File: src/rtl/sextium_w_pkg.sv
// rtl/sextium_w_pkg.sv - shared opcodes, FSM encoding and SYSCALL codes for the Sextium core
package sextium_w_pkg;

  localparam logic [3:0] OP_NOP     = 4'd0;
  localparam logic [3:0] OP_SYSCALL = 4'd1;
  localparam logic [3:0] OP_LOAD    = 4'd2;
  localparam logic [3:0] OP_STORE   = 4'd3;
  localparam logic [3:0] OP_SWAPA   = 4'd4;
  localparam logic [3:0] OP_SWAPD   = 4'd5;
  localparam logic [3:0] OP_BRANCHZ = 4'd6;
  localparam logic [3:0] OP_BRANCHN = 4'd7;
  localparam logic [3:0] OP_JUMP    = 4'd8;
  localparam logic [3:0] OP_CONST   = 4'd9;
  localparam logic [3:0] OP_ADD     = 4'd10;
  localparam logic [3:0] OP_SUB     = 4'd11;
  localparam logic [3:0] OP_MUL     = 4'd12;
  localparam logic [3:0] OP_AND     = 4'd13;
  localparam logic [3:0] OP_XOR     = 4'd14;
  localparam logic [3:0] OP_ILLEGAL = 4'd15;

  localparam logic [2:0] ST_FETCH = 3'd0;
  localparam logic [2:0] ST_EXEC  = 3'd1;
  localparam logic [2:0] ST_MEMW  = 3'd2;
  localparam logic [2:0] ST_IOW   = 3'd3;
  localparam logic [2:0] ST_HALT  = 3'd4;

  localparam int SYS_HALT  = 0;
  localparam int SYS_READ  = 1;
  localparam int SYS_WRITE = 2;

endpackage

File: src/rtl/sextium_core_w_alu.sv
// rtl/sextium_core_w_alu.sv - combinational acc-op-dr unit for opcodes 10..14
module sextium_alu_w
  import sextium_w_pkg::*;
#(
  parameter int W = 16
) (
  input  logic [3:0]   op,
  input  logic [W-1:0] a,
  input  logic [W-1:0] b,
  output logic [W-1:0] y
);

  // Results keep only the low W bits; overflow wraps.
  always_comb begin
    y = a;
    case (op)
      OP_ADD:  y = a + b;
      OP_SUB:  y = a - b;
      OP_MUL:  y = a * b;
      OP_AND:  y = a & b;
      OP_XOR:  y = a ^ b;
      default: y = a;
    endcase
  end

endmodule

File: src/rtl/sextium_core_w.sv
// rtl/sextium_core_w.sv - Sextium accumulator core: 4-bit slot decode, memory/IO handshakes, halt
module sextium_core_w
  import sextium_w_pkg::*;
#(
  parameter int W = 16,
  localparam int SLOTS = W / 4
) (
  input  logic         clock,
  input  logic         reset,
  input  logic [W-1:0] mem_bus_in,
  input  logic         mem_ack,
  input  logic [W-1:0] io_bus_in,
  input  logic         ioack,
  output logic [W-1:0] addr_bus,
  output logic [W-1:0] mem_bus_out,
  output logic [W-1:0] io_bus_out,
  output logic         mem_read,
  output logic         mem_write,
  output logic         io_read,
  output logic         io_write,
  output logic         halted,
  output logic [3:0]   insn
);

  localparam int SW = (SLOTS > 1) ? $clog2(SLOTS) : 1;
  localparam logic [SW-1:0] LAST_SLOT = SW'(SLOTS - 1);

  logic [W-1:0]  acc_q, acc_d, ar_q, ar_d, dr_q, dr_d, ir_q, ir_d, pc_q, pc_d;
  logic [SW-1:0] slot_q, slot_d;
  logic [2:0]    state_q, state_d;
  logic          mem_read_q, mem_read_d, mem_write_q, mem_write_d;
  logic          io_read_q, io_read_d, io_write_q, io_write_d;
  logic [3:0]    op;
  logic [W-1:0]  alu_y;
  logic          done, redirect, acked;

  // Slot 0 is the top nibble of ir.
  assign op = 4'(ir_q >> {LAST_SLOT - slot_q, 2'b00});

  sextium_alu_w #(.W(W)) u_alu (
    .op (op),
    .a  (acc_q),
    .b  (dr_q),
    .y  (alu_y)
  );

  always_comb begin
    acc_d    = acc_q;
    ar_d     = ar_q;
    dr_d     = dr_q;
    ir_d     = ir_q;
    pc_d     = pc_q;
    slot_d   = slot_q;
    state_d  = state_q;
    done     = 1'b0;
    redirect = 1'b0;
    acked    = 1'b0;

    case (state_q)
      ST_FETCH: begin
        if (mem_read_q && mem_ack) begin
          ir_d    = mem_bus_in;
          pc_d    = pc_q + W'(1);
          slot_d  = '0;
          state_d = ST_EXEC;
          acked   = 1'b1;
        end
      end
      ST_EXEC: begin
        case (op)
          OP_NOP: done = 1'b1;
          OP_SYSCALL: begin
            if (acc_q == W'(SYS_HALT)) state_d = ST_HALT;
            else if (acc_q == W'(SYS_READ) || acc_q == W'(SYS_WRITE)) state_d = ST_IOW;
            else done = 1'b1;
          end
          OP_LOAD, OP_STORE, OP_CONST: state_d = ST_MEMW;
          OP_SWAPA: begin
            acc_d = ar_q;
            ar_d  = acc_q;
            done  = 1'b1;
          end
          OP_SWAPD: begin
            acc_d = dr_q;
            dr_d  = acc_q;
            done  = 1'b1;
          end
          OP_BRANCHZ: begin
            done = 1'b1;
            if (acc_q == '0) begin
              pc_d     = ar_q;
              redirect = 1'b1;
            end
          end
          OP_BRANCHN: begin
            done = 1'b1;
            if (acc_q[W-1]) begin
              pc_d     = ar_q;
              redirect = 1'b1;
            end
          end
          OP_JUMP: begin
            pc_d     = acc_q;
            redirect = 1'b1;
            done     = 1'b1;
          end
          OP_ADD, OP_SUB, OP_MUL, OP_AND, OP_XOR: begin
            acc_d = alu_y;
            done  = 1'b1;
          end
          default: state_d = ST_HALT;
        endcase
      end
      ST_MEMW: begin
        if ((mem_read_q || mem_write_q) && mem_ack) begin
          acked = 1'b1;
          done  = 1'b1;
          if (op == OP_LOAD) acc_d = mem_bus_in;
          if (op == OP_CONST) begin
            acc_d = mem_bus_in;
            pc_d  = pc_q + W'(1);
          end
        end
      end
      ST_IOW: begin
        if ((io_read_q || io_write_q) && ioack) begin
          acked = 1'b1;
          done  = 1'b1;
          if (io_read_q) acc_d = io_bus_in;
        end
      end
      ST_HALT: state_d = ST_HALT;
      default: state_d = ST_FETCH;
    endcase

    if (done) begin
      if (redirect || slot_q == LAST_SLOT) begin
        state_d = ST_FETCH;
      end else begin
        slot_d  = slot_q + SW'(1);
        state_d = ST_EXEC;
      end
    end
  end

  // Strobes follow the next state, but always drop for one cycle after an ack.
  always_comb begin
    mem_read_d  = 1'b0;
    mem_write_d = 1'b0;
    io_read_d   = 1'b0;
    io_write_d  = 1'b0;
    if (!acked) begin
      case (state_d)
        ST_FETCH: mem_read_d = 1'b1;
        ST_MEMW: begin
          if (op == OP_STORE) mem_write_d = 1'b1;
          else mem_read_d = 1'b1;
        end
        ST_IOW: begin
          if (acc_q == W'(SYS_READ)) io_read_d = 1'b1;
          else io_write_d = 1'b1;
        end
        default: ;
      endcase
    end
  end

  always_ff @(posedge clock or negedge reset) begin
    if (!reset) begin
      acc_q       <= '0;
      ar_q        <= '0;
      dr_q        <= '0;
      ir_q        <= '0;
      pc_q        <= '0;
      slot_q      <= '0;
      state_q     <= ST_FETCH;
      mem_read_q  <= 1'b0;
      mem_write_q <= 1'b0;
      io_read_q   <= 1'b0;
      io_write_q  <= 1'b0;
    end else begin
      acc_q       <= acc_d;
      ar_q        <= ar_d;
      dr_q        <= dr_d;
      ir_q        <= ir_d;
      pc_q        <= pc_d;
      slot_q      <= slot_d;
      state_q     <= state_d;
      mem_read_q  <= mem_read_d;
      mem_write_q <= mem_write_d;
      io_read_q   <= io_read_d;
      io_write_q  <= io_write_d;
    end
  end

  assign addr_bus    = (state_q == ST_MEMW && op != OP_CONST) ? ar_q : pc_q;
  assign mem_bus_out = acc_q;
  assign io_bus_out  = dr_q;
  assign mem_read    = mem_read_q;
  assign mem_write   = mem_write_q;
  assign io_read     = io_read_q;
  assign io_write    = io_write_q;
  assign halted      = (state_q == ST_HALT);
  assign insn        = op;

endmodule

File: config.mk
export PLATFORM = sky130hd
export DESIGN_NAME = sextium_core_w
export DESIGN_NICKNAME = d
export VERILOG_FILES = /design/src/rtl/sextium_w_pkg.sv /design/src/rtl/sextium_core_w_alu.sv /design/src/rtl/sextium_core_w.sv
export SDC_FILE = /design/constraint.sdc
export NUM_CORES = 1
export LEC_CHECK = 0
export BUFFER_PORTS_ARGS = -buffer_cell sky130_fd_sc_hd__buf_2
export CAP_MARGIN = 40
export CORE_ASPECT_RATIO = 1.75
export CORE_MARGIN = 2
export CORE_UTILIZATION = 57
export CTS_BUF_LIST = sky130_fd_sc_hd__clkbuf_4
export CTS_CLUSTER_DIAMETER = 150
export DETAILED_ROUTE_END_ITERATION = 8
export PLACE_DENSITY = 0.86
export SYNTH_ARGS = -nofsm -noshare
export SYNTH_HDL_FRONTEND = slang
export SYNTH_SLANG_ARGS = --single-unit
File: constraint.sdc
create_clock -name clock -period 5.6 [get_ports clock]
set_input_delay 0.28 -clock clock [delete_from_list [all_inputs] [get_ports clock]]
set_output_delay 0.28 -clock clock [all_outputs]
set_load 0.05 [all_outputs]
==> impl_metrics.ini <==
[logic_synthesis]
synth_cell_types = 78
netlist_area_um2 = 10600
synth_nets = 1419
syn_inst = 1219
synthArstFlopShare_pct = 100
yosys-top-cells-area = dfrtp_1, fa_1, ha_1, mux2_2, nand2_1
synth_area_leader_cell = dfrtp_1
ys_seq_elements = 89
synth-edff-count = 0
yosys_warnings = 0
avgSynthCellArea_um2 = 8.73
synth_top_area_share_pct = 20.9
ys.flop_type = dfrtp_1
ys_seq_area_share_pct = 20.9

[sta]
fmax_mhz = 178
rsz0062_at_grt = yes
period_share_pct = 100
finalSetupViolCount = 1
finalHoldViolCount = 0
setup_tns_ns = -0.00410
maxSlewViolCount = 0
max_slew_margin_pct = 37.2
period_minus_slack_ns = 5.60
worst_slew_pin_slew_ns = 0.939
worst_clock_skew_ns = 0.0170
layout_setup_ws_ns = -0.00410

[die]
initial_utilization_pct = 57.8
core_um2 = 18400
dieHeight_um = 185
die_area_um2 = 19800
row_count = 66
die_x_um = 107
ios = 93

[grt]
gr-total-overflow = 0
grt_pass1_wl_um = 54900
grt_max_degree = 64
grt_usage_pct = 37.0
grt_pass1_vias = 10300
antenna_found_initial = 1

[worst_setup_path]
crit_fanout = 4
crit_path_start_kind = register
end_kind = register
required_ns = 6.00
crit_arrival_ns = 6.01
path_class = register to register

[clock_tree]
numCtsBuffers = 9
clock-sinks = 89
clkTransAtPathRegs_ns = 0.15
insertion_delay_ns = 0.50
cts_tree = done
cts_max_level = 3
cts_root_buf = clkbuf_4
clock_path_buffers = 2

[routing]
wl_um = 35600
dr.pass1.iters = 8
drtIter0Drc = 857
postRouteAntennaNets = 0
route.detailed.drc = 0
wl_per_cell_um = 22.6
route.vias.total = 9880
via_per_inst = 6.26

[finish]
regArea_um2 = 2250
area_growth_pct = 13.2
fin_area_um2 = 12000
final_cells = 1579
layout.nets = 1535
multi_input_area_um2 = 7700
drive_gt1_share_pct = 24.6
fillers = 1483

[worst_hold_path]
hold_class = input pin to register

[placed_design]
hpwl_um = 27400
place_congestion = 1.05
post-place-ws_ns = -0.0182
io_buffers = 92
post-place-cells = 1536
place_area_um2 = 11600

[job]
max_cap_viol_count = 0

[run_status]
status = complete, but fails checks
violations = setup timing
==> synth_stat cells (3+ instances only) <==
library cell	instances
nor2b_1	10
a221oi_2	4
o21ai_1	21
o21ai_0	50
buf_4	4
o22ai_1	20
ha_1	83
a32o_1	3
a222oi_1	3
a21oi_2	3
a211oi_1	4
buf_6	6
a31oi_1	6
dfrtp_1	89
fa_1	81
a211o_1	4
nor2_1	46
o211ai_1	3
inv_1	132
o2111ai_1	3
clkbuf_1	57
a22oi_1	6
nand2b_1	9
mux2_2	65
nand4_1	3
a21oi_1	67
and3_1	4
a22o_1	7
nor4_1	6
xor2_1	13
a221o_1	6
o21a_1	3
and2_1	68
buf_2	7
a221oi_1	3
a21o_1	6
xnor2_1	51
nand2_1	177
nand3_1	16
mux2i_1	13
mux4_2	4
nor3_1	8
==> cell type report <==
type / instances / area share [%]
Timing Repair Buffer: 181 / 9.58
Antenna cell: 1 / 0.0208
Clock buffer: 11 / 0.686
Inverter: 133 / 4.15
Clock inverter: 5 / 0.467
Tap cell: 238 / 2.47
Sequential cell: 89 / 18.7
Multi-Input combinational cell: 921 / 64.0
==> routing by layer <==
metal,vias up,share of wire [%],track usage (%)
li1,4330,-,-
met1,4681,32,37.6
met2,600,50,64.0
met3,269,6.5,5.27
met4,0,11,34.3
met5,-,0,0
==> final timing paths <==
kind | from | endpoint | slack (ns) | cells past startpoint
worst min-delay path | mem_bus_in[0] | ir_q[0] | 0.02 | 2
worst max register to register | io_bus_out[4] | mem_bus_out[14] | -0.004 | 21
max in group asynchronous | reset | pc_q[9] | 4.19 | 3
worst min register to register | ir_q[7] | ir_q[7] | 0.53 | 1
worst max-delay path | io_bus_out[4] | mem_bus_out[14] | -0.004 | 21
min in group asynchronous | reset | io_read | 0.22 | 2
==> stage by stage <==
stage	hold slack, ns	utilization [%]
finish	0.0204	65.4
global route	0.0199	65.4
floorplan	-0.0156	-
detailed placement	0.219	62.8
CTS	0.00395	64.6
global placement	0.216	62.8
==> cells in the final DEF, fill, tap and decap left out, types with 5 or more instances in the layout <==
cell type  synthesis  layout
nand2b_1           9       9
xor2_1            13      12
o21ai_0           50      47
dfrtp_2            0      15
a31oi_1            6       5
a221o_1            6       6
fa_1              81      76
dfrtp_1           89      73
ha_1              83      77
inv_1            132     130
o22ai_1           20      20
nor4_1             6       6
and2_4             2       5
xnor2_1           51      49
nor2_1            46      46
mux2i_1           13      13
a22o_1             7       7
buf_2              7      92
mux2_2            65      65
clkbuf_4           0      11
buf_4              4      84
nor2b_1           10      10
a21o_1             6       6
o21ai_1           21      24
nand3_1           16      16
nand2_1          177     176
a21oi_1           67      66
nor3_1             8       8
and2_1            68      65
ha_4               0       5
a22oi_1            6       6
fa_2               0       5
==> cells by family (layout without fill, tap and decap cells) <==
kind of cell / after synthesis / in the layout / share of synthesized area [%]
and+or+nand+nor: 366 / 366 / 16.5
AOI/OAI and AO/OA: 243 / 243 / 15.0
buffers and inverters: 209 / 330 / 8.02
adders and majority gates: 164 / 164 / 25.0
DFF: 89 / 89 / 20.9
muxes: 83 / 83 / 9.06
xor gates and xnor gates: 65 / 65 / 5.48
other: 0 / 1 / 0
==> worst max-delay path: stages, from the launching register on <==
cell and delay, ns:
dfrtp_2 0.46, buf_4 0.14, buf_4 0.13, buf_4 0.13, and2_1 0.15, fa_1 0.54
inv_1 0.05, fa_1 0.49, inv_1 0.06, fa_1 0.46, fa_1 0.52, fa_1 0.50
inv_1 0.06, fa_1 0.47, inv_1 0.04, ha_1 0.34, a21oi_1 0.14, o21ai_1 0.09
xor2_1 0.19, nand2_1 0.08, o2111ai_1 0.13, a32o_1 0.34
==> state kept, by name, summed over array words and instances, names as in the netlist <==
| signal | flops |
|---|---|
| mem_read | 1 |
| mem_bus_out | 16 |
| mem_write | 1 |
| pc_q | 16 |
| io_read | 1 |
| state_q | 3 |
| ar_q | 16 |
| slot_q | 2 |
| io_write | 1 |
| io_bus_out | 16 |
| ir_q | 16 |
==> what timing repair did <==
action / in CTS / in global routing
hold buffers: 2 / 0
setup buffers: 18 / 6
endpoints found under the setup margin: 1 / 6
hold endpoints to repair: 27 / 0
gates resized for setup: 6 / 21
pin swaps: 6 / 17
Power is left out: the tool's default activity adds up to more than one toggle a clock period on the data nets, which glitch-free logic cannot reach.
